## src/rtl/spi_master_pkg.sv

```systemverilog
// Shared definitions for the SPI master: register map, CONFIG/STATUS bit
// positions and the engine state encoding.
package spi_master_pkg;

  localparam logic [11:0] REG_CONFIG = 12'h000;
  localparam logic [11:0] REG_STATUS = 12'h004;
  localparam logic [11:0] REG_DATA   = 12'h008;

  localparam int CFG_CPOL      = 16;
  localparam int CFG_CPHA      = 17;
  localparam int CFG_ENABLE    = 18;
  localparam int CFG_CS_SEL    = 20;
  localparam int CFG_CS_AUTO   = 22;
  localparam int CFG_CS_MANUAL = 23;

  localparam int STS_BUSY     = 0;
  localparam int STS_TX_FULL  = 1;
  localparam int STS_TX_EMPTY = 2;
  localparam int STS_RX_FULL  = 3;
  localparam int STS_RX_EMPTY = 4;
  localparam int STS_RX_OVF   = 5;
  localparam int STS_TX_CNT   = 8;
  localparam int STS_RX_CNT   = 16;

  typedef enum logic [1:0] {
    IDLE  = 2'd0,
    LEAD  = 2'd1,
    SHIFT = 2'd2,
    TRAIL = 2'd3
  } spi_state_e;

endpackage

```

## src/rtl/spi_sync_fifo.sv

```systemverilog
// Single-clock FIFO with a combinational head; pushes into a full FIFO and
// pops from an empty one are ignored.
module spi_sync_fifo #(
  parameter int WIDTH = 8,
  parameter int DEPTH = 8
) (
  input  logic                     clk,
  input  logic                     rst,
  input  logic                     push,
  input  logic                     pop,
  input  logic [WIDTH-1:0]         din,
  output logic [WIDTH-1:0]         dout,
  output logic                     full,
  output logic                     empty,
  output logic [$clog2(DEPTH):0]   count
);

  localparam int AW = $clog2(DEPTH);
  localparam logic [AW:0] FULL_CNT = (AW + 1)'(DEPTH);

  logic [WIDTH-1:0] mem [DEPTH];
  logic [AW-1:0]    wr_ptr_r;
  logic [AW-1:0]    rd_ptr_r;
  logic [AW:0]      count_r;
  logic             do_push_s;
  logic             do_pop_s;

  assign full      = (count_r == FULL_CNT);
  assign empty     = (count_r == '0);
  assign count     = count_r;
  assign dout      = mem[rd_ptr_r];
  assign do_push_s = push && !full;
  assign do_pop_s  = pop && !empty;

  // Storage array, no reset needed: entries are only read once written.
  always_ff @(posedge clk) begin
    if (do_push_s) begin
      mem[wr_ptr_r] <= din;
    end
  end

  // Pointers wrap naturally at the power-of-two depth.
  always_ff @(posedge clk or posedge rst) begin
    if (rst) begin
      wr_ptr_r <= '0;
      rd_ptr_r <= '0;
      count_r  <= '0;
    end else begin
      if (do_push_s) wr_ptr_r <= wr_ptr_r + 1'b1;
      if (do_pop_s)  rd_ptr_r <= rd_ptr_r + 1'b1;
      case ({do_push_s, do_pop_s})
        2'b10:   count_r <= count_r + 1'b1;
        2'b01:   count_r <= count_r - 1'b1;
        default: count_r <= count_r;
      endcase
    end
  end

endmodule

```

## src/rtl/spi_master_fifo.sv

```systemverilog
// SPI master peripheral: bus register file, TX/RX FIFOs and a CPOL/CPHA
// shift engine that streams queued words under one chip-select assertion.
module spi_master_fifo
  import spi_master_pkg::*;
#(
  parameter logic [7:0] ID          = 8'h01,
  parameter int         CS_COUNT    = 2,
  parameter int         FIFO_DEPTH  = 8,
  parameter int         DATA_WIDTH  = 8,
  parameter int         CLOCK_WIDTH = 8
) (
  input  logic                 clk,
  input  logic                 rst,
  input  logic                 peripheralBus_we,
  input  logic                 peripheralBus_oe,
  output logic                 peripheralBus_busy,
  input  logic [23:0]          peripheralBus_address,
  input  logic [3:0]           peripheralBus_byteSelect,
  input  logic [31:0]          peripheralBus_dataWrite,
  output logic [31:0]          peripheralBus_dataRead,
  output logic                 requestOutput,
  output logic                 spi_en,
  output logic                 spi_clk,
  output logic                 spi_mosi,
  input  logic                 spi_miso,
  output logic [CS_COUNT-1:0]  spi_cs
);

  localparam int CW = $clog2(FIFO_DEPTH) + 1;
  localparam int EW = $clog2(2 * DATA_WIDTH);
  localparam logic [EW-1:0] LAST_EDGE = EW'(2 * DATA_WIDTH - 1);
  localparam logic [31:0] CFG_MASK = 32'((64'd1 << CLOCK_WIDTH) - 64'd1) | 32'h00F7_0000;

  spi_state_e state_r, state_next;

  logic [31:0] config_r, wmask_s, status_s, rdata_s;
  logic [11:0] offset_s;
  logic sel_s, wr_s, is_cfg_s, is_sts_s, is_data_s;
  logic rx_ovf_r, tick_s, load_s, word_done_s, sample_s, shift_s;
  logic tx_full, tx_empty, rx_full, rx_empty;
  logic [CW-1:0] tx_count, rx_count;
  logic [DATA_WIDTH-1:0] tx_dout, rx_dout, shift_r, rx_r, rx_word_s;
  logic [CLOCK_WIDTH-1:0] div_cnt_r, cur_div_r;
  logic [EW-1:0] edge_cnt_r;
  logic cur_cpol_r, cur_cpha_r, sclk_r, mosi_r;
  logic [CS_COUNT-1:0] cs_r, cs_next_s;

  wire [CLOCK_WIDTH-1:0] cfg_div   = config_r[CLOCK_WIDTH-1:0];
  wire                   cfg_cpol  = config_r[CFG_CPOL];
  wire                   cfg_cpha  = config_r[CFG_CPHA];
  wire                   cfg_en    = config_r[CFG_ENABLE];
  wire [1:0]             cfg_sel   = config_r[CFG_CS_SEL +: 2];
  wire                   cfg_auto  = config_r[CFG_CS_AUTO];
  wire                   cfg_man   = config_r[CFG_CS_MANUAL];

  assign offset_s  = peripheralBus_address[11:0];
  assign sel_s     = (peripheralBus_address[23:20] == 4'h0) && (peripheralBus_address[19:12] == ID);
  assign is_cfg_s  = (offset_s == REG_CONFIG);
  assign is_sts_s  = (offset_s == REG_STATUS);
  assign is_data_s = (offset_s == REG_DATA);
  assign wmask_s   = {{8{peripheralBus_byteSelect[3]}}, {8{peripheralBus_byteSelect[2]}},
                      {8{peripheralBus_byteSelect[1]}}, {8{peripheralBus_byteSelect[0]}}};

  assign peripheralBus_busy = sel_s && peripheralBus_we && is_data_s && tx_full;
  assign wr_s          = sel_s && peripheralBus_we && !peripheralBus_busy;
  assign requestOutput = sel_s && peripheralBus_oe && (is_cfg_s || is_sts_s || is_data_s);

  spi_sync_fifo #(.WIDTH(DATA_WIDTH), .DEPTH(FIFO_DEPTH)) u_tx_fifo (
    .clk   (clk),
    .rst   (rst),
    .push  (wr_s && is_data_s && (|peripheralBus_byteSelect)),
    .pop   (load_s),
    .din   (DATA_WIDTH'(peripheralBus_dataWrite & wmask_s)),
    .dout  (tx_dout),
    .full  (tx_full),
    .empty (tx_empty),
    .count (tx_count)
  );

  spi_sync_fifo #(.WIDTH(DATA_WIDTH), .DEPTH(FIFO_DEPTH)) u_rx_fifo (
    .clk   (clk),
    .rst   (rst),
    .push  (word_done_s && !rx_full),
    .pop   (requestOutput && is_data_s),
    .din   (rx_word_s),
    .dout  (rx_dout),
    .full  (rx_full),
    .empty (rx_empty),
    .count (rx_count)
  );

  // CONFIG register and sticky RX overflow flag.
  always_ff @(posedge clk or posedge rst) begin
    if (rst) begin
      config_r <= 32'h0000_0000;
      rx_ovf_r <= 1'b0;
    end else begin
      if (wr_s && is_cfg_s) begin
        config_r <= ((config_r & ~wmask_s) | (peripheralBus_dataWrite & wmask_s)) & CFG_MASK;
      end
      if (word_done_s && rx_full) begin
        rx_ovf_r <= 1'b1;
      end else if (wr_s && is_sts_s && wmask_s[STS_RX_OVF] && peripheralBus_dataWrite[STS_RX_OVF]) begin
        rx_ovf_r <= 1'b0;
      end
    end
  end

  // STATUS assembly and register read mux.
  always_comb begin
    status_s = 32'h0000_0000;
    status_s[STS_BUSY]          = (state_r != IDLE);
    status_s[STS_TX_FULL]       = tx_full;
    status_s[STS_TX_EMPTY]      = tx_empty;
    status_s[STS_RX_FULL]       = rx_full;
    status_s[STS_RX_EMPTY]      = rx_empty;
    status_s[STS_RX_OVF]        = rx_ovf_r;
    status_s[STS_TX_CNT +: 8]   = 8'(tx_count);
    status_s[STS_RX_CNT +: 8]   = 8'(rx_count);
    rdata_s = 32'hFFFF_FFFF;
    if (requestOutput) begin
      case (offset_s)
        REG_CONFIG: rdata_s = config_r;
        REG_STATUS: rdata_s = status_s;
        REG_DATA:   rdata_s = rx_empty ? 32'h0000_0000 : 32'(rx_dout);
        default:    rdata_s = 32'hFFFF_FFFF;
      endcase
    end else begin
      rdata_s = 32'hFFFF_FFFF;
    end
  end

  assign peripheralBus_dataRead = rdata_s;

  // Half-period tick; the divider restarts on every tick so each phase is clkDiv+1 cycles.
  assign tick_s      = (state_r != IDLE) && (div_cnt_r == cur_div_r);
  assign sample_s    = ~edge_cnt_r[0] ^ cur_cpha_r;
  assign shift_s     = !sample_s && (edge_cnt_r != '0);
  assign rx_word_s   = cur_cpha_r ? {rx_r[DATA_WIDTH-2:0], spi_miso} : rx_r;

  // Engine next-state logic; back-to-back words reload straight into SHIFT.
  always_comb begin
    state_next  = state_r;
    load_s      = 1'b0;
    word_done_s = 1'b0;
    case (state_r)
      IDLE: begin
        if (cfg_en && !tx_empty) begin
          state_next = LEAD;
          load_s     = 1'b1;
        end else begin
          state_next = IDLE;
        end
      end
      LEAD: begin
        if (tick_s) state_next = SHIFT;
        else        state_next = LEAD;
      end
      SHIFT: begin
        if (tick_s && (edge_cnt_r == LAST_EDGE)) begin
          word_done_s = 1'b1;
          if (cfg_en && !tx_empty) begin
            state_next = SHIFT;
            load_s     = 1'b1;
          end else begin
            state_next = TRAIL;
          end
        end else begin
          state_next = SHIFT;
        end
      end
      TRAIL: begin
        if (tick_s) state_next = IDLE;
        else        state_next = TRAIL;
      end
      default: state_next = IDLE;
    endcase
  end

  // Chip-select targets, computed from the upcoming state so CS tracks the FSM exactly.
  always_comb begin
    cs_next_s = {CS_COUNT{1'b1}};
    for (int i = 0; i < CS_COUNT; i++) begin
      if (cfg_sel == 2'(i)) begin
        cs_next_s[i] = cfg_auto ? (state_next == IDLE) : ~cfg_man;
      end else begin
        cs_next_s[i] = 1'b1;
      end
    end
  end

  // Engine state register.
  always_ff @(posedge clk or posedge rst) begin
    if (rst) state_r <= IDLE;
    else     state_r <= state_next;
  end

  // Shift datapath, divider and registered pad outputs.
  always_ff @(posedge clk or posedge rst) begin
    if (rst) begin
      div_cnt_r  <= '0;
      cur_div_r  <= '0;
      edge_cnt_r <= '0;
      shift_r    <= '0;
      rx_r       <= '0;
      cur_cpol_r <= 1'b0;
      cur_cpha_r <= 1'b0;
      sclk_r     <= 1'b0;
      mosi_r     <= 1'b0;
      cs_r       <= {CS_COUNT{1'b1}};
    end else begin
      cs_r <= cs_next_s;
      if (state_r == IDLE || tick_s) div_cnt_r <= '0;
      else                           div_cnt_r <= div_cnt_r + 1'b1;
      if (load_s) begin
        shift_r    <= tx_dout;
        mosi_r     <= tx_dout[DATA_WIDTH-1];
        cur_div_r  <= cfg_div;
        cur_cpol_r <= cfg_cpol;
        cur_cpha_r <= cfg_cpha;
        edge_cnt_r <= '0;
        sclk_r     <= cfg_cpol;
      end else if (state_r == SHIFT && tick_s) begin
        edge_cnt_r <= edge_cnt_r + 1'b1;
        sclk_r     <= ~sclk_r;
        if (sample_s) rx_r <= {rx_r[DATA_WIDTH-2:0], spi_miso};
        if (shift_s) begin
          shift_r <= {shift_r[DATA_WIDTH-2:0], 1'b0};
          mosi_r  <= shift_r[DATA_WIDTH-2];
        end
      end else if (state_r == IDLE) begin
        sclk_r <= cfg_cpol;
      end
    end
  end

  assign spi_en   = cfg_en;
  assign spi_clk  = sclk_r;
  assign spi_mosi = mosi_r;
  assign spi_cs   = cs_r;

endmodule
```

## config.mk

```make
export PLATFORM = sky130hd
export DESIGN_NAME = spi_master_fifo
export DESIGN_NICKNAME = d
export VERILOG_FILES = /design/src/rtl/spi_master_pkg.sv /design/src/rtl/spi_sync_fifo.sv /design/src/rtl/spi_master_fifo.sv
export SDC_FILE = /design/constraint.sdc
export NUM_CORES = 1
export LEC_CHECK = 0
export ABC_AREA = 1
export BUFFER_PORTS_ARGS = -buffer_cell sky130_fd_sc_hd__buf_2
export CAP_MARGIN = 0
export CORE_MARGIN = 10
export CORE_UTILIZATION = 30
export DETAILED_ROUTE_END_ITERATION = 16
export RECOVER_POWER = 100
export SLEW_MARGIN = 40
export SYNTH_ARGS = -nofsm -noshare
export SYNTH_HDL_FRONTEND = slang
export SYNTH_SLANG_ARGS = --single-unit
export TNS_END_PERCENT = 1
```

## constraint.sdc

```tcl
create_clock -name clk -period 8.13 [get_ports clk]
set_input_delay 0 -clock clk [delete_from_list [all_inputs] [get_ports clk]]
set_output_delay 0 -clock clk [all_outputs]
set_load 0.02 [all_outputs]
```

==> results of run 1 <==
[sequential cells by signal, indices dropped and copies added (netlist names), named ones only]
register and count:
cur_cpha_r 1, cur_div_r 8, div_cnt_r 8, edge_cnt_r 4, rx_ovf_r 1, rx_r 8
shift_r 7, spi_clk 1, spi_cs 2, spi_mosi 1, state_r 2, u_rx_fifo.count 4
u_rx_fifo.mem 64, u_rx_fifo.rd_ptr_r 3, u_rx_fifo.wr_ptr_r 3, u_tx_fifo.count 4, u_tx_fifo.mem 64, u_tx_fifo.rd_ptr_r 3
u_tx_fifo.wr_ptr_r 3
[cell families (layout without fill, tap and decap cells)]
kind of cell,count (synthesis),in the layout,share of synthesized area (%)
AO/OA/AOI/OAI,143,143,9.022
XOR/XNOR,20,20,1.836
adder cells (fa/ha/maj),14,14,1.915
buffers and inverters,145,264,6.557
flip-flops,206,206,60.77
AND/OR/NAND/NOR,451,451,19.91
[path summary, 6_finish.rpt]
kind	startpoint	to	slack, ns
setup / recovery	div_cnt_r[3]$_DFF_PP0_	u_tx_fifo.count[2]$_DFFE_PP0P_	3.59
hold / removal	peripheralBus_byteSelect[0]	flip-flop	0.03
setup reg to reg	div_cnt_r[3]$_DFF_PP0_	u_tx_fifo.count[2]$_DFFE_PP0P_	3.59
hold reg to reg	flip-flop	spi_cs[1]$_DFF_PP1_	0.42
max in group asynchronous	rst	u_tx_fifo.rd_ptr_r[0]$_DFFE_PP0P_	6.65
min in group asynchronous	rst	shift_r[6]$_DFFE_PP0P_	0.55
[metrics by stage]
stage          hold slack (ns)  cell area [um2]
2_1_floorplan           0.1096             9542
3_3_place_gp           -0.1302            10320
3_5_place_dp           -0.1253            10350
4_1_cts                0.01909            11300
5_1_grt                0.07345            11070
6_report               0.03092            11070
[what timing repair did]
action | CTS | global route
endpoints found under the hold margin | 150 | 0
endpoints found under the setup margin | 0 | 0
hold buffers | 23 | 0
[critical path, cell delays in order, from the launching register on]
cell        delay (ns)
dfrtp_1           0.48
clkinv_1          0.09
nand2_1           0.06
nand2_1           0.06
nor2_2            0.11
nand2_2           0.05
nor2_1            0.48
nand4_1           0.33
nand2_1           0.38
nand2_1           0.58
clkinvlp_2        0.73
ha_1              0.34
xor2_1            0.24
ha_1              0.19
a21oi_1           0.05
xnor2_1           0.15
o21ai_0           0.08
[placed cells by master (no fill, tap or decap), types with 3 or more instances in the layout]
master,count
o221ai_1,6
buf_2,39
xnor2_1,7
nand4_1,8
nor3_1,15
ha_1,13
edfxtp_1,128
clkbuf_16,25
inv_2,3
inv_1,95
clkbuf_1,61
nand3_1,56
nand2_1,261
a21oi_1,10
dfrtp_1,75
o21ai_0,91
nor2_1,99
xor2_1,13
o211ai_1,3
clkinv_1,7
nor4_1,3
o22ai_1,18
dlygate4sd3_1,23
o2111ai_1,6
[per-layer routing]
layer | part of all wire [%] | wire length, um | track usage, % | up-vias
li1 | - | - | - | 3478
met1 | 47 | 11200 | 16.85 | 3336
met2 | 45 | 10730 | 18.93 | 185
met3 | 5.8 | 1386 | 2.122 | 41
met4 | 3.0 | 714 | 4.072 | 0
met5 | 0 | 0 | 0 | -
[cell type report]
type / instances / area (um2) / share of cell area [%]
Sequential cell: 206 / 5799 / 52.37
Multi-Input combinational cell: 628 / 3012 / 27.20
Clock buffer: 34 / 669.4 / 6.045
Timing Repair Buffer: 117 / 643.1 / 5.808
Tap cell: 402 / 503.0 / 4.542
Inverter: 104 / 392.9 / 3.548
Clock inverter: 9 / 53.80 / 0.4859
[where the power goes]
group / internal [uW] / switching (uW) / total [uW]
registers: 1110 / 0.0656 / 1110
logic: 16.2 / 23.4 / 39.7
clock network: 574 / 426 / 1000
==> results.sh, run 1 <==
export IMPL_root_buffer="clkbuf_16"
export IMPL_grt_usage_pct=12.21
export IMPL_synthTopCellsByCount="nand2_1 (258), edfxtp_1 (128), inv_1 (98), nor2_1 (96), o21ai_0 (80)"
export IMPL_wl_per_cell_um=16.02
export IMPL_synth_area_leaders="edfxtp_1 (40%), dfrtp_1 (20%), nand2_1 (10%)"
export IMPL_dp_hpwl_um=16330
export IMPL_drt_total_wl_um=24020
export IMPL_fp_coreArea_um2=31470
export IMPL_period_share_pct=55.89
export IMPL_ioPinCount=104
export IMPL_htree_num_levels=1
export IMPL_place_ws_ns=4.912
export IMPL_hold_depth=5
export IMPL_first_pass_iters=5
export IMPL_antenna_found_initial=0
export IMPL_clock_latency_ns=0.52
export IMPL_ys_warn_count=0
export IMPL_min_period_ns=4.544
export IMPL_final_util_pct=35.18
export IMPL_clockBufferDepth=3
export IMPL_layout_cells_non_filler=1500
export IMPL_grt_pass1_vias=6947
export IMPL_final_hold_viol_count=0
export IMPL_fill_cells=3179
export IMPL_cts_repair_resized=0
export IMPL_clk_pin_slew_ns=0.06
export IMPL_antenna_cells=0
export IMPL_syn_nets=1058
export IMPL_violations="capacitance limit, slew limit"
export IMPL_numPortBuffers=86
export IMPL_layout_setup_ws_ns=3.586
export IMPL_drv_cap=2
export IMPL_start_util_pct=30.32
export IMPL_crit_required_ns=8.51
export IMPL_worstSetupStartpointType="flip-flop"
export IMPL_setup_violations_final=0
export IMPL_synthFlopType="edfxtp_1"
export IMPL_cp_end_kind="flip-flop"
export IMPL_drive_above_1_share_pct=8.106
export IMPL_skew_ns=0.01369
export IMPL_grt_pass1_wl_um=38080
export IMPL_reg2reg_depth=16
export IMPL_via_per_inst=4.693
export IMPL_synthArstFlopShare_pct=37.86
export IMPL_synth_top_cell_area_share_pct=40.28
export IMPL_grt_max_degree=75
export IMPL_hold_path_class="input pin to flip-flop"
export IMPL_fmax_ghz=0.2201
export IMPL_dieArea_um2=39340
export IMPL_via_count=7040
export IMPL_crit_fanout=22
export IMPL_nets=1160
export IMPL_relSlewSlack_pct=-4.841
export IMPL_drt_iter0_markers=435
export IMPL_ant_nets=0
export IMPL_ys_ff_latch=206
export IMPL_dp_cells=1434
export IMPL_crit_arrival_ns=4.93
export IMPL_powerDensity_nw_per_um2=194.1
export IMPL_syn_cell_area_um2=9542
export IMPL_drcViolationCount=0
export IMPL_yosysTopAreaCell="edfxtp_1"
export IMPL_area_growth_pct=16.05
export IMPL_worst_slew_pin_slew_ns=1.561
export IMPL_critPathKind="flip-flop to flip-flop"
export IMPL_syn_avg_cell_area_um2=9.746
export IMPL_synth_edff_count=128
export IMPL_finalSetupTns_ns=0
export IMPL_fp_row_count=65
export IMPL_grt_overflow=0
export IMPL_cts_tree="yes"
export IMPL_grt_setup_unrepaired="false"
export IMPL_cts_setup_buffers=0
export IMPL_final_max_slew_viol_count=9
export IMPL_power_leakage_uw=0.004275
export IMPL_ir_drop_v=0.0001280
export IMPL_outcome="finished, violations left"
export IMPL_yosysUniqueCellTypes=46
export IMPL_die_y_um=198.3
export IMPL_ys_seq_area_share_pct=60.77
export IMPL_gp_congestion=0.8231
export IMPL_post_synth_top_count_cell="nand2_1"
export IMPL_cts_buffers=24
export IMPL_cts_sinks=206
export IMPL_power_uw=2149
export IMPL_die_w_um=198.3
export IMPL_syn_inst=979
Power figures use the tool's default switching activity.
==> run 2: changes to the inputs <==
==> constraint.sdc (replaced) <==
create_clock -name clk -period 4.6 [get_ports clk]
set_input_delay 0 -clock clk [delete_from_list [all_inputs] [get_ports clk]]
set_output_delay 0 -clock clk [all_outputs]
set_load 0.02 [all_outputs]
==> run 2 against run 1 <==
  * The flow still finishes with violations (capacitance limit, slew limit)
  * Via count decreased by 0.24%
  * Total power increased by 82%
  * Highest routed layer unchanged
  * Critical path type unchanged
  * Flip-flop and latch count unchanged
  * Global-route usage about the same
  * Fmax increased by 23%
  * Critical endpoint is now u_rx_fifo.mem[7][0]$_DFFE_PP_
  * Cell area increased by 0.79%
==> results.sh, run 2 (synthesis gave the netlist of run 1 again) <==
export IMPL_ant_nets=0
export IMPL_dieArea_um2=39340
export IMPL_numPortBuffers=86
export IMPL_violations="capacitance limit, slew limit"
export IMPL_power_uw=3907
export IMPL_slowest_delay_ns=0.83
export IMPL_via_per_inst=4.685
export IMPL_crit_arrival_ns=3.85
export IMPL_critPathTopFamily="simple AND/OR/NAND/NOR gates"
export IMPL_root_buffer="clkbuf_16"
export IMPL_critPathKind="flip-flop to flip-flop"
export IMPL_layout_cells_non_filler=1499
export IMPL_cts_tree="yes"
export IMPL_layout_commonest_cell="nand2_1"
export IMPL_clock_latency_ns=0.50
export IMPL_drt_iter0_markers=378
export IMPL_postCtsHoldBufs=22
export IMPL_cp_end_kind="flip-flop"
export IMPL_cts_buffers=23
export IMPL_nets=1160
export IMPL_relSlewSlack_pct=-38.25
export IMPL_grt_setup_unrepaired="false"
export IMPL_powerDensity_nw_per_um2=350.1
export IMPL_start_util_pct=30.32
export IMPL_dp_cells=1436
export IMPL_skew_ns=0.01140
export IMPL_dp_hpwl_um=16580
export IMPL_place_ws_ns=1.437
export IMPL_gp_congestion=0.8380
export IMPL_clk_pin_slew_ns=0.06
export IMPL_fp_row_count=65
export IMPL_ioPinCount=104
export IMPL_worst_path_buf_inv=2
export IMPL_final_max_slew_viol_count=81
export IMPL_drv_cap=2
export IMPL_drt_total_wl_um=23890
export IMPL_antenna_cells=0
export IMPL_finalSetupTns_ns=0
export IMPL_crit_top_cell="nand2_1"
export IMPL_slowest_stage="nor3_1"
export IMPL_area_growth_pct=16.97
export IMPL_crit_required_ns=4.77
export IMPL_drive_above_1_share_pct=8.295
export IMPL_top_regs="u_rx_fifo.mem: 64 flops, u_tx_fifo.mem: 64 flops"
export IMPL_htree_num_levels=1
export IMPL_crit_chain="clkinv_1, nand2_1, nand2_1, nor2_1, nand2_2, nor2_1, nand4_4, nor2_4, nand2_1, nor3_1, clkbuf_1"
export IMPL_hold_path_class="input pin to flip-flop"
export IMPL_final_hold_viol_count=0
export IMPL_setup_violations_final=0
export IMPL_worst_slew_pin_slew_ns=2.074
export IMPL_period_share_pct=80.00
export IMPL_die_y_um=198.3
export IMPL_clockBufferDepth=3
export IMPL_layout_setup_ws_ns=0.9199
export IMPL_drcViolationCount=0
export IMPL_via_count=7023
export IMPL_antenna_found_initial=0
export IMPL_die_w_um=198.3
export IMPL_wl_per_cell_um=15.94
export IMPL_cts_sinks=206
export IMPL_ir_drop_v=0.0001828
export IMPL_grt_pass1_wl_um=38180
export IMPL_final_util_pct=35.46
export IMPL_first_pass_iters=5
export IMPL_outcome="finished, violations left"
export IMPL_crit_fanout=10
export IMPL_grt_max_degree=43
export IMPL_grt_usage_pct=12.18
export IMPL_fmax_ghz=0.2717
export IMPL_grt_pass1_vias=7045
export IMPL_cts_setup_buffers=0
export IMPL_worstSetupStartpointType="flip-flop"
export IMPL_cts_repair_resized=0
export IMPL_min_period_ns=3.680
export IMPL_final_cell_mix="nand2_1 (260), edfxtp_1 (128), nor2_1 (100)"
export IMPL_grt_overflow=0
export IMPL_power_leakage_uw=0.004326
export IMPL_fp_coreArea_um2=31470
## run 2: cell types whose count changed in the layout (fill, tap and decap cells not counted), sizes merged
cell         previous run  this run
bufinv                  0         4
clkinvlp                4         2
clkinv                  9        11
inv                   100        98
dlygate4sd3            23        22
clkbuf                 87        84
buf                    41        42
## run 2: where the power goes
group	internal, uW	total, uW	switching, uW
clock	1160	1880	720
sequential	1960	1960	0.117
combinational	27.5	68.0	40.6
## run 2: metrics by stage
stage | hold WS (ns) | area, um2
3_5_place_dp | 0.1611 | 10350
4_1_cts | 0.04644 | 11340
2_1_floorplan | 0.1096 | 9542
3_3_place_gp | 0.1635 | 10330
6_report | 0.05602 | 11160
5_1_grt | 0.08339 | 11160
## run 2: worst reg2reg max path: stages, from the launching register on
cell      delay (ns)
dfrtp_1         0.47
clkinv_1        0.10
nand2_1         0.06
nand2_1         0.05
nor2_1          0.12
nand2_2         0.06
nor2_1          0.60
nand4_4         0.27
nor2_4          0.29
nand2_1         0.19
nor3_1          0.83
clkbuf_1        0.33
## run 2: final cells by class
class	instances	area, um2
Fill cell	3162	20310
Inverter	104	396.6
Sequential cell	206	5798
Clock inverter	11	155.1
Timing Repair Buffer	118	640.6
Multi-Input combinational cell	628	3055
Clock buffer	30	611.8
Tap cell	402	503.0
## run 2: path summary, 6_finish.rpt
check                                            start                           endpoint  cells after the start  slack, ns
setup / recovery                div_cnt_r[3]$_DFF_PP0_      u_rx_fifo.mem[7][0]$_DFFE_PP_                     11       0.92
hold / removal             peripheralBus_byteSelect[0]                          flip-flop                      5       0.06
setup reg to reg                div_cnt_r[3]$_DFF_PP0_      u_rx_fifo.mem[7][0]$_DFFE_PP_                     11       0.92
hold reg to reg                              flip-flop                spi_cs[1]$_DFF_PP1_                      1       0.43
max in group asynchronous                          rst  u_rx_fifo.wr_ptr_r[1]$_DFFE_PP0P_                      4       1.39
min in group asynchronous                          rst                          async pin                      3       0.55
## run 2: layer usage
metal	vias to the layer above	track usage (%)	routed length [um]	share of wire, %
met3	28	1.833	1324	5.5
met5	-	0	0	0
li1	3467	-	-	-
met2	181	19.71	11060	46
met4	0	3.189	412	1.7
met1	3347	16.62	11090	46
